===== src/rtl/apb_master_arbiter_if.sv =====
// Bundle of requester-side command/completion signals and the APB bus for the two-requester APB master.
interface apb_master_arbiter_if #(
  parameter int ADDR_WIDTH = 32,
  parameter int DATA_WIDTH = 32,
  parameter int STRB_WIDTH = DATA_WIDTH / 8
);
  logic [1:0]              req_valid;
  logic [1:0]              req_write;
  logic [2*ADDR_WIDTH-1:0] req_addr;
  logic [2*DATA_WIDTH-1:0] req_wdata;
  logic [2*STRB_WIDTH-1:0] req_strb;
  logic [5:0]              req_prot;
  logic [1:0]              req_done;
  logic                    req_err;
  logic [DATA_WIDTH-1:0]   req_rdata;

  logic [ADDR_WIDTH-1:0]   PADDR;
  logic [2:0]              PPROT;
  logic                    PSEL0;
  logic                    PSEL1;
  logic                    PENABLE;
  logic                    PWRITE;
  logic [DATA_WIDTH-1:0]   PWDATA;
  logic [STRB_WIDTH-1:0]   PSTRB;
  logic                    PREADY;
  logic [DATA_WIDTH-1:0]   PRDATA;

  modport master (
    input  req_valid, req_write, req_addr, req_wdata, req_strb, req_prot, PREADY, PRDATA,
    output req_done, req_err, req_rdata,
    output PADDR, PPROT, PSEL0, PSEL1, PENABLE, PWRITE, PWDATA, PSTRB
  );

  modport slave (
    output req_valid, req_write, req_addr, req_wdata, req_strb, req_prot, PREADY, PRDATA,
    input  req_done, req_err, req_rdata,
    input  PADDR, PPROT, PSEL0, PSEL1, PENABLE, PWRITE, PWDATA, PSTRB
  );
endinterface


===== src/rtl/apb_master_arbiter.sv =====
// Two-requester round-robin APB master: IDLE/SETUP/ACCESS sequencer with access timeout.
module apb_master_arbiter #(
  parameter int ADDR_WIDTH = 32,
  parameter int DATA_WIDTH = 32,
  parameter int STRB_WIDTH = DATA_WIDTH / 8,
  parameter int TIMEOUT    = 16
) (
  input logic                  PCLK,
  input logic                  PRESETn,
  apb_master_arbiter_if.master bus
);

  typedef enum logic [1:0] {IDLE = 2'd0, SETUP = 2'd1, ACCESS = 2'd2} state_t;

  localparam int              CNT_W   = $clog2(TIMEOUT + 1);
  localparam logic [CNT_W-1:0] CNT_MAX = CNT_W'(TIMEOUT);

  state_t                state, state_nxt;
  logic [CNT_W-1:0]      cnt, cnt_nxt;
  logic                  gnt, gnt_nxt;
  logic                  last, last_nxt;
  logic [ADDR_WIDTH-1:0] paddr, paddr_nxt;
  logic [2:0]            pprot, pprot_nxt;
  logic                  psel0, psel0_nxt;
  logic                  psel1, psel1_nxt;
  logic                  penable, penable_nxt;
  logic                  pwrite, pwrite_nxt;
  logic [DATA_WIDTH-1:0] pwdata, pwdata_nxt;
  logic [STRB_WIDTH-1:0] pstrb, pstrb_nxt;
  logic [DATA_WIDTH-1:0] rdata, rdata_nxt;
  logic [1:0]            done, done_nxt;
  logic                  err, err_nxt;

  logic [1:0]            elig;
  logic                  grant_vld, grant_sel, timeout_hit;
  logic [ADDR_WIDTH-1:0] sel_addr;
  logic [DATA_WIDTH-1:0] sel_wdata;
  logic [STRB_WIDTH-1:0] sel_strb;
  logic [2:0]            sel_prot;
  logic                  sel_write;

  // A requester whose done pulse is showing this cycle is still holding valid; it must not re-win.
  assign elig        = bus.req_valid & ~done;
  assign grant_vld   = |elig;
  assign grant_sel   = (elig == 2'b11) ? ~last : elig[1];
  assign timeout_hit = (cnt == CNT_MAX);

  assign sel_addr  = grant_sel ? bus.req_addr[2*ADDR_WIDTH-1:ADDR_WIDTH]  : bus.req_addr[ADDR_WIDTH-1:0];
  assign sel_wdata = grant_sel ? bus.req_wdata[2*DATA_WIDTH-1:DATA_WIDTH] : bus.req_wdata[DATA_WIDTH-1:0];
  assign sel_strb  = grant_sel ? bus.req_strb[2*STRB_WIDTH-1:STRB_WIDTH]  : bus.req_strb[STRB_WIDTH-1:0];
  assign sel_prot  = grant_sel ? bus.req_prot[5:3] : bus.req_prot[2:0];
  assign sel_write = bus.req_write[grant_sel];

  // last resets to 1 so requester 0 wins the first tie.
  always_ff @(posedge PCLK or negedge PRESETn) begin
    if (!PRESETn) begin
      state   <= IDLE;
      cnt     <= '0;
      gnt     <= 1'b0;
      last    <= 1'b1;
      paddr   <= '0;
      pprot   <= '0;
      psel0   <= 1'b0;
      psel1   <= 1'b0;
      penable <= 1'b0;
      pwrite  <= 1'b0;
      pwdata  <= '0;
      pstrb   <= '0;
      rdata   <= '0;
      done    <= '0;
      err     <= 1'b0;
    end else begin
      state   <= state_nxt;
      cnt     <= cnt_nxt;
      gnt     <= gnt_nxt;
      last    <= last_nxt;
      paddr   <= paddr_nxt;
      pprot   <= pprot_nxt;
      psel0   <= psel0_nxt;
      psel1   <= psel1_nxt;
      penable <= penable_nxt;
      pwrite  <= pwrite_nxt;
      pwdata  <= pwdata_nxt;
      pstrb   <= pstrb_nxt;
      rdata   <= rdata_nxt;
      done    <= done_nxt;
      err     <= err_nxt;
    end
  end

  always_comb begin
    state_nxt = state;
    case (state)
      IDLE:    if (grant_vld) state_nxt = SETUP;
      SETUP:   state_nxt = ACCESS;
      ACCESS:  if (bus.PREADY || timeout_hit) state_nxt = IDLE;
      default: state_nxt = IDLE;
    endcase
  end

  // APB outputs double as the latched command, so they hold until the transfer ends.
  always_comb begin
    gnt_nxt     = gnt;
    last_nxt    = last;
    cnt_nxt     = cnt;
    paddr_nxt   = paddr;
    pprot_nxt   = pprot;
    psel0_nxt   = psel0;
    psel1_nxt   = psel1;
    penable_nxt = penable;
    pwrite_nxt  = pwrite;
    pwdata_nxt  = pwdata;
    pstrb_nxt   = pstrb;
    rdata_nxt   = rdata;
    done_nxt    = '0;
    err_nxt     = 1'b0;
    case (state)
      IDLE: begin
        if (grant_vld) begin
          gnt_nxt     = grant_sel;
          last_nxt    = grant_sel;
          cnt_nxt     = '0;
          paddr_nxt   = sel_addr;
          pprot_nxt   = sel_prot;
          pwrite_nxt  = sel_write;
          pwdata_nxt  = sel_wdata;
          pstrb_nxt   = sel_write ? sel_strb : '0;
          psel0_nxt   = ~sel_addr[ADDR_WIDTH-1];
          psel1_nxt   = sel_addr[ADDR_WIDTH-1];
          penable_nxt = 1'b0;
        end
      end
      SETUP: begin
        penable_nxt = 1'b1;
        cnt_nxt     = CNT_W'(1);
      end
      ACCESS: begin
        if (bus.PREADY || timeout_hit) begin
          psel0_nxt   = 1'b0;
          psel1_nxt   = 1'b0;
          penable_nxt = 1'b0;
          cnt_nxt     = '0;
          done_nxt    = gnt ? 2'b10 : 2'b01;
          err_nxt     = ~bus.PREADY;
          if (!bus.PREADY)     rdata_nxt = '0;
          else if (!pwrite)    rdata_nxt = bus.PRDATA;
        end else begin
          cnt_nxt = cnt + 1'b1;
        end
      end
      default: ;
    endcase
  end

  assign bus.PADDR     = paddr;
  assign bus.PPROT     = pprot;
  assign bus.PSEL0     = psel0;
  assign bus.PSEL1     = psel1;
  assign bus.PENABLE   = penable;
  assign bus.PWRITE    = pwrite;
  assign bus.PWDATA    = pwdata;
  assign bus.PSTRB     = pstrb;
  assign bus.req_done  = done;
  assign bus.req_err   = err;
  assign bus.req_rdata = rdata;

endmodule


===== src/flat_wrapper.sv =====
// flat-port wrapper written by rule: the top's interface ports become plain ports
module apb_master_arbiter_flat 
#(
  parameter int ADDR_WIDTH = 32,
  parameter int DATA_WIDTH = 32,
  parameter int STRB_WIDTH = DATA_WIDTH / 8,
  parameter int TIMEOUT    = 16
)
  (PCLK, PRESETn, bus_req_valid, bus_req_write, bus_req_addr, bus_req_wdata, bus_req_strb, bus_req_prot, bus_PREADY, bus_PRDATA, bus_req_done, bus_req_err, bus_req_rdata, bus_PADDR, bus_PPROT, bus_PSEL0, bus_PSEL1, bus_PENABLE, bus_PWRITE, bus_PWDATA, bus_PSTRB);
  apb_master_arbiter_if #(.ADDR_WIDTH(ADDR_WIDTH), .DATA_WIDTH(DATA_WIDTH), .STRB_WIDTH(STRB_WIDTH)) bus_i ();
  input logic PCLK;
  input logic PRESETn;
  input wire logic [$bits(bus_i.req_valid)-1:0] bus_req_valid;
  input wire logic [$bits(bus_i.req_write)-1:0] bus_req_write;
  input wire logic [$bits(bus_i.req_addr)-1:0] bus_req_addr;
  input wire logic [$bits(bus_i.req_wdata)-1:0] bus_req_wdata;
  input wire logic [$bits(bus_i.req_strb)-1:0] bus_req_strb;
  input wire logic [$bits(bus_i.req_prot)-1:0] bus_req_prot;
  input wire logic [$bits(bus_i.PREADY)-1:0] bus_PREADY;
  input wire logic [$bits(bus_i.PRDATA)-1:0] bus_PRDATA;
  output wire logic [$bits(bus_i.req_done)-1:0] bus_req_done;
  output wire logic [$bits(bus_i.req_err)-1:0] bus_req_err;
  output wire logic [$bits(bus_i.req_rdata)-1:0] bus_req_rdata;
  output wire logic [$bits(bus_i.PADDR)-1:0] bus_PADDR;
  output wire logic [$bits(bus_i.PPROT)-1:0] bus_PPROT;
  output wire logic [$bits(bus_i.PSEL0)-1:0] bus_PSEL0;
  output wire logic [$bits(bus_i.PSEL1)-1:0] bus_PSEL1;
  output wire logic [$bits(bus_i.PENABLE)-1:0] bus_PENABLE;
  output wire logic [$bits(bus_i.PWRITE)-1:0] bus_PWRITE;
  output wire logic [$bits(bus_i.PWDATA)-1:0] bus_PWDATA;
  output wire logic [$bits(bus_i.PSTRB)-1:0] bus_PSTRB;
  assign bus_i.req_valid = bus_req_valid;
  assign bus_i.req_write = bus_req_write;
  assign bus_i.req_addr = bus_req_addr;
  assign bus_i.req_wdata = bus_req_wdata;
  assign bus_i.req_strb = bus_req_strb;
  assign bus_i.req_prot = bus_req_prot;
  assign bus_i.PREADY = bus_PREADY;
  assign bus_i.PRDATA = bus_PRDATA;
  assign bus_req_done = bus_i.req_done;
  assign bus_req_err = bus_i.req_err;
  assign bus_req_rdata = bus_i.req_rdata;
  assign bus_PADDR = bus_i.PADDR;
  assign bus_PPROT = bus_i.PPROT;
  assign bus_PSEL0 = bus_i.PSEL0;
  assign bus_PSEL1 = bus_i.PSEL1;
  assign bus_PENABLE = bus_i.PENABLE;
  assign bus_PWRITE = bus_i.PWRITE;
  assign bus_PWDATA = bus_i.PWDATA;
  assign bus_PSTRB = bus_i.PSTRB;
  apb_master_arbiter #(.ADDR_WIDTH(ADDR_WIDTH), .DATA_WIDTH(DATA_WIDTH), .STRB_WIDTH(STRB_WIDTH), .TIMEOUT(TIMEOUT)) u_core (.PCLK(PCLK), .PRESETn(PRESETn), .bus(bus_i));
endmodule

===== config.mk =====
export PLATFORM = sky130hd
export DESIGN_NAME = apb_master_arbiter_flat
export DESIGN_NICKNAME = d
export VERILOG_FILES = /design/src/rtl/apb_master_arbiter_if.sv /design/src/rtl/apb_master_arbiter.sv /design/src/flat_wrapper.sv
export SDC_FILE = /design/constraint.sdc
export NUM_CORES = 1
export LEC_CHECK = 0
export ABC_AREA = 1
export BUFFER_PORTS_ARGS = -buffer_cell sky130_fd_sc_hd__buf_4
export CAP_MARGIN = 20
export CORE_MARGIN = 2
export CORE_UTILIZATION = 41
export CTS_CLUSTER_DIAMETER = 50
export DETAILED_ROUTE_END_ITERATION = 10
export PLACE_DENSITY_LB_ADDON = 0.3
export SLEW_MARGIN = 10
export SYNTH_ARGS = -nofsm -noshare
export SYNTH_HDL_FRONTEND = slang
export SYNTH_SLANG_ARGS = --single-unit

===== constraint.sdc =====
create_clock -name PCLK -period 1.5 [get_ports PCLK]
set_input_delay 0.3 -clock PCLK [delete_from_list [all_inputs] [get_ports PCLK]]
set_output_delay 0.3 -clock PCLK [all_outputs]
set_load 0.01 [all_outputs]

=== Yosys cells after proc, flatten, opt, wreduce, memory -nomap -nowiden ===
Cells that the tools add are included.

* Register bits after elaboration: 119
* Input port bits: 181
* Output and inout port bits: 110
* Word-level logic and storage cells: 68

* Add/sub/neg operators: 1
* $lt $le $gt $ge: 1
* Equality and inequality tests: 7
* Muxes and demuxes: 28
* Bitwise logic cells: 5
* Reduce and logical (&&, ||, !) cells: 11

{| class="wikitable"
|+ Operator list
! cell !! count
|-
| $mux 32 || 4
|-
| $pmux 5 s3 || 1
|-
| $mux 2 || 5
|-
| $mux 5 || 2
|-
| $mux 1 || 9
|-
| $reduce_and 3->1 || 3
|-
| $mux 4 || 2
|-
| $pmux 2 s3 || 1
|-
| $reduce_and 2->1 || 3
|-
| $add 5x1->5 const B || 1
|-
| $eq 5x5->1 const B || 1
|-
| $eq 2x2->1 const B || 2
|-
| $ne 2x1->1 const B || 2
|-
| $pmux 1 s2 || 2
|-
| $mux 3 || 1
|-
| $not 1->1 || 3
|-
| $pmux 1 s3 || 1
|-
| $reduce_bool 3->1 || 1
|-
| $and 2x2->2 || 1
|-
| $eq 2x1->1 const B || 1
|-
| $logic_not 2->1 || 1
|-
| $lt 1x2->1 const B || 1
|-
| $ne 2x2->1 const B || 1
|-
| $not 2->2 || 1
|-
| other kinds (3) || 3
|}

=== Logic depth before layout (Yosys ltp) ===
Gate-level depths: netlist of run 1.

* Depth in word-level cells: 8
* Mapped depth: 10
* Depth with buffers taken out: 9

=== Least setup slack after synthesis of run 1 ===
OpenSTA, ideal clock, no wires.

* Path type: flip-flop to flip-flop
* Start: register u_core.cnt[0]
* End: register u_core.rdata[0] (netlist: u_core.bus.req_rdata[0])
* Library setup time: 0.130 ns
* Arrival: 1.309 ns
* Required time: 1.370 ns
* Setup slack: 0.061 ns
* Stages on the path, launching flop included: 10
* Path buffers: 1
* Clock period less this slack: 1.439 ns
* Cell sequence: dfrtp_1 > inv_1 > ha_1 > nand2_1 > inv_1 > nand2_1 > nand2_1 > nand2_2 > clkbuf_1 > o21ai_0

* Cells in the longest elaborated chain, start to end: 3

{| class="wikitable"
|+ Ends and longest elaborated chain
! what !! RTL line !! text
|-
| from (decl) || apb_master_arbiter.sv:19 || <nowiki>logic [CNT_W-1:0] cnt, cnt_nxt;</nowiki>
|-
| from (signal assigned) || apb_master_arbiter.sv:74 || <nowiki>cnt <= cnt_nxt;</nowiki>
|-
| $eq 5x5->1 || apb_master_arbiter.sv:46 || <nowiki>assign timeout_hit = (cnt == CNT_MAX);</nowiki>
|-
| $logic_or 1x1->1 || apb_master_arbiter.sv:138 || <nowiki>if (bus.PREADY || timeout_hit) begin</nowiki>
|-
| $reduce_and 3->1 (no line) || - ||
|-
| to (signal assigned) || apb_master_arbiter.sv:85 || <nowiki>rdata <= rdata_nxt;</nowiki>
|-
| to (decl) || apb_master_arbiter.sv:30 || <nowiki>logic [DATA_WIDTH-1:0] rdata, rdata_nxt;</nowiki>
|}

Every way passes these cells.
A chain may end at the register's enable or synchronous reset.

=== Worst setup path in the final report of run 1 ===
* Start: register u_core.state[1]
* End: register u_core.paddr[6] (netlist: u_core.bus.PADDR[6])

* Cells in the longest elaborated chain, start to end: 2

{| class="wikitable"
|+ Ends and longest elaborated chain
! what !! RTL line !! text
|-
| from (decl) || apb_master_arbiter.sv:18 || <nowiki>state_t state, state_nxt;</nowiki>
|-
| from (signal assigned) || apb_master_arbiter.sv:73 || <nowiki>state <= state_nxt;</nowiki>
|-
| $logic_not 2->1 || apb_master_arbiter.sv:117 || <nowiki>case (state)</nowiki>
|-
| $reduce_and 2->1 (no line) || - ||
|-
| to (signal assigned) || apb_master_arbiter.sv:77 || <nowiki>paddr <= paddr_nxt;</nowiki>
|-
| to (decl) || apb_master_arbiter.sv:22 || <nowiki>logic [ADDR_WIDTH-1:0] paddr, paddr_nxt;</nowiki>
|}

Every way passes these cells.

==> results of run 1 <==
metrics by stage:
stage	area, um2	hold WS, ps	setup TNS [ps]
2_1_floorplan	5390	4.41	0
3_3_place_gp	7920	275	0
3_5_place_dp	7920	277	-1.93
4_1_cts	8570	95.4	-0.658
5_1_grt	8740	103	-1380
6_report	8740	105	0
critical path: stages (launching register included):
cell     delay, ps
dfrtp_1        400
inv_1          150
ha_4           180
nand2_4         80
buf_12         170
buf_12         140
a21oi_1        140
a21oi_1         80
flip-flops by register name, indices dropped and copies added (netlist names), 2 cells and up:
name,count
u_core.bus.req_rdata,32
u_core.cnt,5
u_core.bus.req_done,2
u_core.bus.PADDR,32
u_core.bus.PWDATA,32
u_core.state,2
u_core.bus.PSTRB,4
u_core.bus.PPROT,3
cell type report:
cell class | instances | area share
clock buffers | 24 | 0.0597
clock inverters | 8 | 0.0132
inverters | 25 | 0.0110
multi-input cells | 471 | 0.246
flip-flops and latches | 119 | 0.341
well taps | 172 | 0.0246
repair buffers | 326 | 0.304
placed cells by master (no fill, tap or decap), types with 2 or more instances in the layout:
master     count
a21oi_1      132
a21oi_2        2
buf_12        11
buf_4        309
bufinv_16      3
clkbuf_16     21
clkbuf_8       7
clkinv_2       5
dfrtp_1      118
ha_1           4
inv_1         22
inv_2          2
nand2_1      181
nand2_2        5
nand2_4        3
nand3_1       19
nand3_2        3
nand4_1        3
nor2_1        75
o21ai_0       39
logic make-up (layout without fill, tap and decap cells):
logic type      count (synthesis)  count (layout)  share of synthesized area
flops                         119             119                      0.552
buf+inv                        65             383                     0.0596
compound gates                174             174                      0.161
simple gates                  291             291                      0.213
fa+ha+maj                       6               6                     0.0139
power groups by stage:
| stage | clock network (mW) | registers [mW] | logic (mW) |
|---|---|---|---|
| 6_report | 4.31 | 5.61 | 8.06 |
| 3_5_place_dp | 0 | 5.62 | 7.69 |
| 4_1_cts | 4.36 | 5.60 | 7.73 |
| 5_1_grt | 4.52 | 5.81 | 8.84 |
| 3_3_place_gp | 0 | 5.58 | 7.57 |
| 2_1_floorplan | 0 | 6.23 | 3.08 |
routing by layer:
| metal | share of wire | global-route usage | vias to the layer above |
|---|---|---|---|
| met4 | 0.026 | 0.105 | 0 |
| met2 | 0.50 | 0.407 | 253 |
| li1 | - | - | 2746 |
| met3 | 0.078 | 0.0777 | 36 |
| met1 | 0.39 | 0.302 | 2663 |
| met5 | 0 | 0 | - |
what timing repair did:
| item | in CTS | in global routing |
|---|---|---|
| cloned | 0 | 4 |
| setup buffers | 0 | 1 |
| hold endpoints to repair | 22 | 0 |
| hold buffers | 1 | 0 |
| gates resized for setup | 1 | 18 |
| setup endpoints to repair | 2 | 99 |
| pin swaps | 1 | 1 |
worst min path at each step:
stage / startpoint / end / slack, ps
floorplan: PRESETn / u_core.bus.PADDR[0]$_DFFE_PN0P_ / 4
global placement: PRESETn / u_core.bus.PADDR[27]$_DFFE_PN0P_ / 270
detailed placement: PRESETn / u_core.bus.PADDR[27]$_DFFE_PN0P_ / 280
CTS: bus_PREADY / u_core.bus.req_err$_DFF_PN0_ / 100
global route: bus_PREADY / u_core.bus.req_err$_DFF_PN0_ / 100
finish: bus_PREADY / u_core.bus.req_err$_DFF_PN0_ / 110
==> impl_metrics.py, run 1 <==
metrics = {
    "status": {
        "outcome": "completed",
    },
    "logic_synthesis": {
        "yosysSeqAreaShare": 0.552,
        "ys_types": 19,
        "async_flop_share": 1.00,
        "syn-num-nets": 842,
        "synth.largest_area_cell": "dfrtp_1",
        "netlist_top_cells_count": "nand2_1 (187), a21oi_1 (134), dfrtp_1 (118)",
        "netlist_area_mm2": 0.00539,
        "ys.flop_type": "dfrtp_1",
        "syn_avg_cell_area_um2": 8.23,
        "synth_top_area_frac": 0.548,
        "yosysWarnings": 0,
        "synthTopCellsByArea": "dfrtp_1 (55%), nand2_1 (13%), a21oi_1 (12%), nor2_1 (5.2%), o21ai_0 (3.7%)",
        "synth_edf_count": 0,
        "syn_inst": 655,
        "ys_ff_latch": 119,
        "yosysMostFrequentCell": "nand2_1",
    },
    "power": {
        "switchingPower_mw": 6.45,
        "seq_power_share": 0.312,
        "leakage_nw": 4.43,
        "p_comb_frac": 0.448,
        "p_sw_frac": 0.359,
        "finalPower_mw": 18.0,
        "irDropWorstVdd_mv": 0.975,
        "p_per_area_mw_per_mm2": 2060,
        "p_int_mw": 11.5,
        "clkPwrFrac": 0.239,
    },
    "sta": {
        "min_period_ps": 1480,
        "finalMaxSlewViolations": 0,
        "hold_viol_final": 0,
        "tightest_slew_ps": 460,
        "period_share": 0.986,
        "finalClockSkew_ps": 5.10,
        "relSlewSlack": 0.693,
        "setup_viol": 0,
        "setup_slack_ps": 21.5,
        "clock.fmax_mhz": 676,
        "rsz0062_at_grt": "true",
    },
    "worst_setup_path": {
        "critPathMaxFanout": 25,
        "crit_path_start_kind": "register",
        "r2r_end": "u_core.bus.PADDR[6]$_DFFE_PN0P_",
        "endpoint": "u_core.bus.PADDR[6]$_DFFE_PN0P_",
        "endpoint_kind": "register",
        "r2r_cells": 7,
        "startpoint": "u_core.state[1]$_DFFE_PN0P_",
        "r2r_slack_ps": 20,
        "worstSetupPathType": "register to register",
        "crit_arrival_ps": 1770,
        "worstReg2RegStart": "u_core.state[1]$_DFFE_PN0P_",
        "required_ps": 1800,
    },
    "flow_run": {
        "maxCapViolations": 0,
    },
    "clock_tree": {
        "clock-sinks": 119,
        "htreeDepth": 4,
        "clk_latency_ps": 410,
        "root_buffer": "clkbuf_16",
        "path_clk_slew_ps": 50,
        "cts_tree": "yes",
        "cts_buffers": 17,
        "cts_buffer_depth": 2,
    },
    "global_route": {
        "grt_max_degree": 54,
        "grt_first_pass_wirelength_um": 27500,
        "grt-ovfl-total": 0,
        "antenna_found_initial": 0,
        "grtUsageTotal": 0.248,
        "first_global_vias": 5499,
    },
    "layout": {
        "regArea_mm2": 0.00298,
        "multi_input_area_mm2": 0.00215,
        "n_antenna_cell": 0,
        "fin_cells": 1145,
        "drive_above_1_share": 0.387,
        "utilization": 0.687,
        "area_growth_pct": 62.1,
        "fillCellCount": 1075,
        "finalNetCount": 1147,
    },
    "placed_design": {
        "numPlacedInstances": 1107,
        "dp_slack_ps": -1.93,
        "dp_hpwl_um": 12500,
        "portBuffers": 290,
        "gp_congestion": 0.833,
    },
    "detailed_routing": {
        "wl_um": 18100,
        "drt_iter0_markers": 401,
        "ant_nets": 0,
        "via_per_inst": 4.98,
        "num_vias": 5698,
        "wl_per_cell_um": 15.8,
        "drcViolationCount": 0,
        "dr.pass1.iters": 5,
    },
    "floorplan": {
        "ioPinCount": 291,
        "core-area_mm2": 0.0127,
        "fp-row-count": 41,
        "die_w_um": 119,
        "dieArea_mm2": 0.0141,
        "fp.dieH_um": 119,
        "initial_utilization": 0.424,
    },
    "min_path": {
        "hold_class": "input port to register",
        "min_delay_path_depth": 2,
    },
}
Note: power is estimated with default switching activity, not from simulation.
==> run 2: changes to the inputs <==
- ABC_CLOCK_PERIOD_IN_PS: not set -> 1500
- CORE_ASPECT_RATIO: not set -> 1.2
==> impl_metrics.py, run 2 (synthesis gave the netlist of run 1 again) <==
metrics = {
    "min_path": {
        "hold_class": "input port to register",
        "min_delay_path_depth": 2,
        "hp-start": "bus_PREADY",
        "whs_endpoint": "u_core.bus.req_err$_DFF_PN0_",
    },
    "global_route": {
        "grt-ovfl-total": 0,
        "grt_max_degree": 65,
        "antenna_found_initial": 0,
        "grtUsageTotal": 0.251,
        "first_global_vias": 5411,
        "grt_first_pass_wirelength_um": 27200,
    },
    "worst_setup_path": {
        "critPathMaxFanout": 20,
        "worstReg2RegStart": "u_core.state[1]$_DFFE_PN0P_",
        "required_ps": 1780,
        "crit_arrival_ps": 1790,
        "worstSetupPathType": "register to register",
        "endpoint_kind": "register",
        "r2r_slack_ps": -20,
        "crit_path_start_kind": "register",
        "r2r_end": "u_core.bus.PWDATA[9]$_DFFE_PN0P_",
        "r2r_cells": 6,
    },
    "sta": {
        "finalMaxSlewViolations": 0,
        "finalClockSkew_ps": 6.34,
        "hold_viol_final": 0,
        "min_period_ps": 1520,
        "setup_slack_ps": -15.6,
        "tightest_slew_ps": 324,
        "relSlewSlack": 0.784,
        "rsz0062_at_grt": "true",
        "setup_viol": 2,
        "clock.fmax_mhz": 660,
        "period_share": 1.01,
    },
    "floorplan": {
        "ioPinCount": 291,
        "dieArea_mm2": 0.0141,
        "fp-row-count": 45,
        "initial_utilization": 0.424,
        "fp.dieH_um": 130,
        "core-area_mm2": 0.0127,
        "die_w_um": 109,
    },
    "detailed_routing": {
        "ant_nets": 0,
        "via_per_inst": 4.99,
        "drcViolationCount": 0,
        "dr.pass1.iters": 5,
        "wl_um": 18800,
        "drt_iter0_markers": 338,
        "num_vias": 5670,
        "wl_per_cell_um": 16.6,
    },
    "layout": {
        "n_antenna_cell": 0,
        "fillCellCount": 1058,
        "area_growth_pct": 64.1,
        "drive_above_1_share": 0.393,
        "mostFrequentLayoutCells": "buf_4 (304), nand2_1 (178), a21oi_1 (133)",
        "final_common_cell": "buf_4",
        "utilization": 0.695,
        "finalNetCount": 1147,
    },
    "power": {
        "p_per_area_mw_per_mm2": 2090,
        "irDropWorstVdd_mv": 0.961,
        "finalPower_mw": 18.5,
        "leakage_nw": 4.46,
    },
    "status": {
        "outcome": "finished, violations left",
        "violations": "negative setup slack",
    },
    "flow_run": {
        "maxCapViolations": 0,
    },
    "clock_tree": {
        "clock-sinks": 119,
        "root_buffer": "clkbuf_16",
        "cts_buffers": 17,
        "path_clk_slew_ps": 60,
        "clk_latency_ps": 400,
        "cts_tree": "yes",
        "cts_buffer_depth": 2,
        "htreeDepth": 4,
    },
    "placed_design": {
        "gp_congestion": 0.820,
        "dp_hpwl_um": 12300,
        "dp_slack_ps": 32.9,
        "portBuffers": 290,
    },
}
run 2: cell type report:
class,instances,area (um2),area share
Clock buffer,20,457,0.0516
Clock inverter,12,223,0.0252
Inverter,25,101,0.0115
Multi-Input combinational cell,471,2170,0.246
Sequential cell,119,2980,0.337
Tap cell,164,205,0.0232
Timing Repair Buffer,326,2710,0.306
run 2: worst max-delay path by stage:
stage	from	to	slack (ps)	depth (start not counted)
final	u_core.state[1]$_DFFE_PN0P_	u_core.bus.PWDATA[9]$_DFFE_PN0P_	-20	6
after global routing	u_core.state[0]$_DFFE_PN0P_	u_core.bus.req_rdata[22]$_DFFE_PN0P_	-60	8
after CTS	u_core.state[1]$_DFFE_PN0P_	u_core.cnt[3]$_DFFE_PN0P_	-9	7
after detailed placement	u_core.cnt[0]$_DFFE_PN0P_	u_core.bus.req_rdata[4]$_DFFE_PN0P_	30	9
after global placement	u_core.state[1]$_DFFE_PN0P_	u_core.bus.PSEL0$_DFFE_PN0P_	90	7
after floorplan	u_core.cnt[0]$_DFFE_PN0P_	u_core.bus.req_rdata[0]$_DFFE_PN0P_	60	9
run 2: per-stage QoR:
stage               hold WS (ps)  setup TNS, ps  cell area [um2]  std cells
finish                       106          -23.6             8850       1137
global route                93.9          -1570             8850       1137
CTS                         77.0          -10.6             8590       1127
detailed placement           210              0             7860       1093
global placement             214              0             7860       1093
floorplan                   4.41              0             5390        655
run 2: power by group:
group          internal [mW]  switching (mW)
sequential              4.75           0.887
clock                   3.20            1.44
combinational           3.88            4.31
total                   11.8            6.64
run 2: layer usage:
metal  wire length [um]  vias to the layer above  share of wire  GRT usage
met5                  0                        -              0          0
met4                286                        0          0.015     0.0799
met3               1770                       23          0.094     0.0915
met2               9590                      238           0.51      0.439
met1               7180                     2653           0.38      0.283
li1                   -                     2756              -          -
run 2: timing repair:
item                                    4_1_cts  5_1_grt
gates resized for setup                       6       33
endpoints found under the setup margin        5       82
hold endpoints to repair                     16        0
hold buffers                                  1        0
buffers inserted                              0        2
gates cloned                                  1        8
pin swaps                                     1        3
run 2: worst max-delay path: stages, from the launching register on:
cell     delay [ps]
dfrtp_1         410
inv_1           110
ha_2            250
nand2_4         100
buf_4           220
a21oi_1         190
a21oi_1         100
==> run 3: changes to the inputs <==
- PLACE_DENSITY: not set -> 0.77
- PLACE_DENSITY_LB_ADDON: 0.3 -> not set
- SKIP_CTS_REPAIR_TIMING: not set -> 1
==> impl_metrics.py, run 3 (synthesis gave the netlist of run 1 again) <==
metrics = {
    "floorplan": {
        "fp-row-count": 45,
        "initial_utilization": 0.424,
        "dieArea_mm2": 0.0141,
        "fp.dieH_um": 130,
        "core-area_mm2": 0.0127,
        "ioPinCount": 291,
        "die_w_um": 109,
    },
    "placed_design": {
        "gp_congestion": 0.844,
        "dp_slack_ps": 5.97,
        "dp_hpwl_um": 12500,
        "numPlacedInstances": 1092,
        "post_dp_cell_area_mm2": 0.00785,
        "portBuffers": 290,
    },
    "worst_setup_path": {
        "r2r_end": "u_core.bus.req_rdata[17]$_DFFE_PN0P_",
        "path_cells": "inv_1 -> ha_2 -> inv_2 -> a21oi_2 -> nand2_4 -> clkbuf_16 -> nand2_1 -> o21ai_0",
        "endpoint_kind": "register",
        "worstSetupPathType": "register to register",
        "path_buf_inv": 3,
        "crit_family": "flip-flops",
        "r2r_cells": 8,
        "critPathMaxFanout": 16,
        "crit_arrival_ps": 1730,
        "worstReg2RegStart": "u_core.state[0]$_DFFE_PN0P_",
        "slowest_stage": "dfrtp_1",
        "r2r_slack_ps": 70,
        "crit_path_start_kind": "register",
        "required_ps": 1790,
        "slowest_delay_ps": 370,
    },
    "detailed_routing": {
        "wl_per_cell_um": 16.2,
        "dr.pass1.iters": 5,
        "drcViolationCount": 0,
        "via_per_inst": 5.01,
        "num_vias": 5658,
        "wl_um": 18300,
        "ant_nets": 0,
        "drt_iter0_markers": 259,
    },
    "status": {
        "outcome": "completed",
    },
    "sta": {
        "rsz0062_at_grt": "true",
        "finalMaxSlewViolations": 0,
        "clock.fmax_mhz": 697,
        "setup_viol": 0,
        "tightest_slew_ps": 398,
        "setup_slack_ps": 65.5,
        "min_period_ps": 1430,
        "finalClockSkew_ps": 9.49,
        "relSlewSlack": 0.734,
        "hold_viol_final": 0,
        "final.setup.tns_ps": 0,
        "period_share": 0.956,
        "hold_slack_ps": 142,
    },
    "min_path": {
        "hp-start": "bus_req_addr[46]",
        "hold_class": "input port to register",
        "whs_endpoint": "u_core.bus.PADDR[14]$_DFFE_PN0P_",
        "min_delay_path_depth": 3,
    },
    "power": {
        "leakage_nw": 4.36,
        "p_per_area_mw_per_mm2": 2060,
        "irDropWorstVdd_mv": 1.02,
    },
    "global_route": {
        "grtUsageTotal": 0.243,
        "grt_max_degree": 73,
        "first_global_vias": 5401,
        "antenna_found_initial": 0,
        "grt_first_pass_wirelength_um": 26300,
        "grt-ovfl-total": 0,
    },
    "clock_tree": {
        "cts_buffer_depth": 2,
        "cts_buffers": 17,
        "root_buffer": "clkbuf_16",
        "clk_latency_ps": 410,
        "clock-sinks": 119,
        "cts_tree": "yes",
        "htreeDepth": 4,
        "path_clk_slew_ps": 60,
    },
    "layout": {
        "mostFrequentLayoutCells": "buf_4 (302), nand2_1 (183), a21oi_1 (133)",
        "drive_above_1_share": 0.379,
        "finalNetCount": 1141,
        "fillCellCount": 1064,
        "area_growth_pct": 60.2,
        "final_common_cell": "buf_4",
        "regArea_mm2": 0.00298,
        "n_antenna_cell": 0,
        "design_area_mm2": 0.00864,
        "multi_input_area_mm2": 0.00213,
        "fin_cells": 1130,
    },
    "flow_run": {
        "maxCapViolations": 0,
    },
}
## run 3: cell count changes in the layout (fill, tap and decap cells not counted), moves of 3 or more
cell	delta
buf_6	-3
bufinv_16	-3
clkinvlp_4	+3
nand2_1	+5
nand2_2	-3
## run 3: per-layer routing
metal | track usage | share of wire
met4 | 0.110 | 0.025
met5 | 0 | 0
met3 | 0.0825 | 0.089
met1 | 0.279 | 0.38
met2 | 0.408 | 0.51
## run 3: worst min-delay path, stage by stage
cell and delay (ps):
buf_4 110, nand2_1 50, a21oi_1 50
## run 3: worst max-delay path by stage
| stage | start | to | slack [ps] | cells past startpoint |
|---|---|---|---|---|
| 2_1_floorplan | u_core.cnt[0]$_DFFE_PN0P_ | u_core.bus.req_rdata[0]$_DFFE_PN0P_ | 60 | 9 |
| 3_3_place_gp | u_core.state[1]$_DFFE_PN0P_ | u_core.bus.PADDR[5]$_DFFE_PN0P_ | 70 | 7 |
| 3_5_place_dp | u_core.state[1]$_DFFE_PN0P_ | u_core.bus.PWDATA[5]$_DFFE_PN0P_ | 6 | 7 |
| 4_1_cts | u_core.state[1]$_DFFE_PN0P_ | u_core.bus.PWDATA[0]$_DFFE_PN0P_ | -5 | 7 |
| 5_1_grt | u_core.state[0]$_DFFE_PN0P_ | u_core.bus.req_rdata[14]$_DFFE_PN0P_ | -60 | 7 |
| 6_report | u_core.state[0]$_DFFE_PN0P_ | u_core.bus.req_rdata[17]$_DFFE_PN0P_ | 70 | 8 |
## run 3: cell type report
| cell class | instances | area share |
|---|---|---|
| Inverter | 25 | 0.0114 |
| Sequential cell | 119 | 0.345 |
| Tap cell | 164 | 0.0238 |
| Clock inverter | 13 | 0.0181 |
| Clock buffer | 18 | 0.0508 |
| Timing Repair Buffer | 320 | 0.304 |
| Multi-Input combinational cell | 471 | 0.247 |
## run 3: through the flow
stage	utilization	total power, mW
2_1_floorplan	-	9.32
3_3_place_gp	0.617	13.1
3_5_place_dp	0.617	13.3
4_1_cts	0.664	17.5
5_1_grt	0.679	19.0
6_report	0.679	17.8
## run 3: power breakdown
part           internal, mW  switching, mW
clock                  2.63           1.45
sequential             4.75          0.882
combinational          3.82           4.22
total                  11.2           6.55
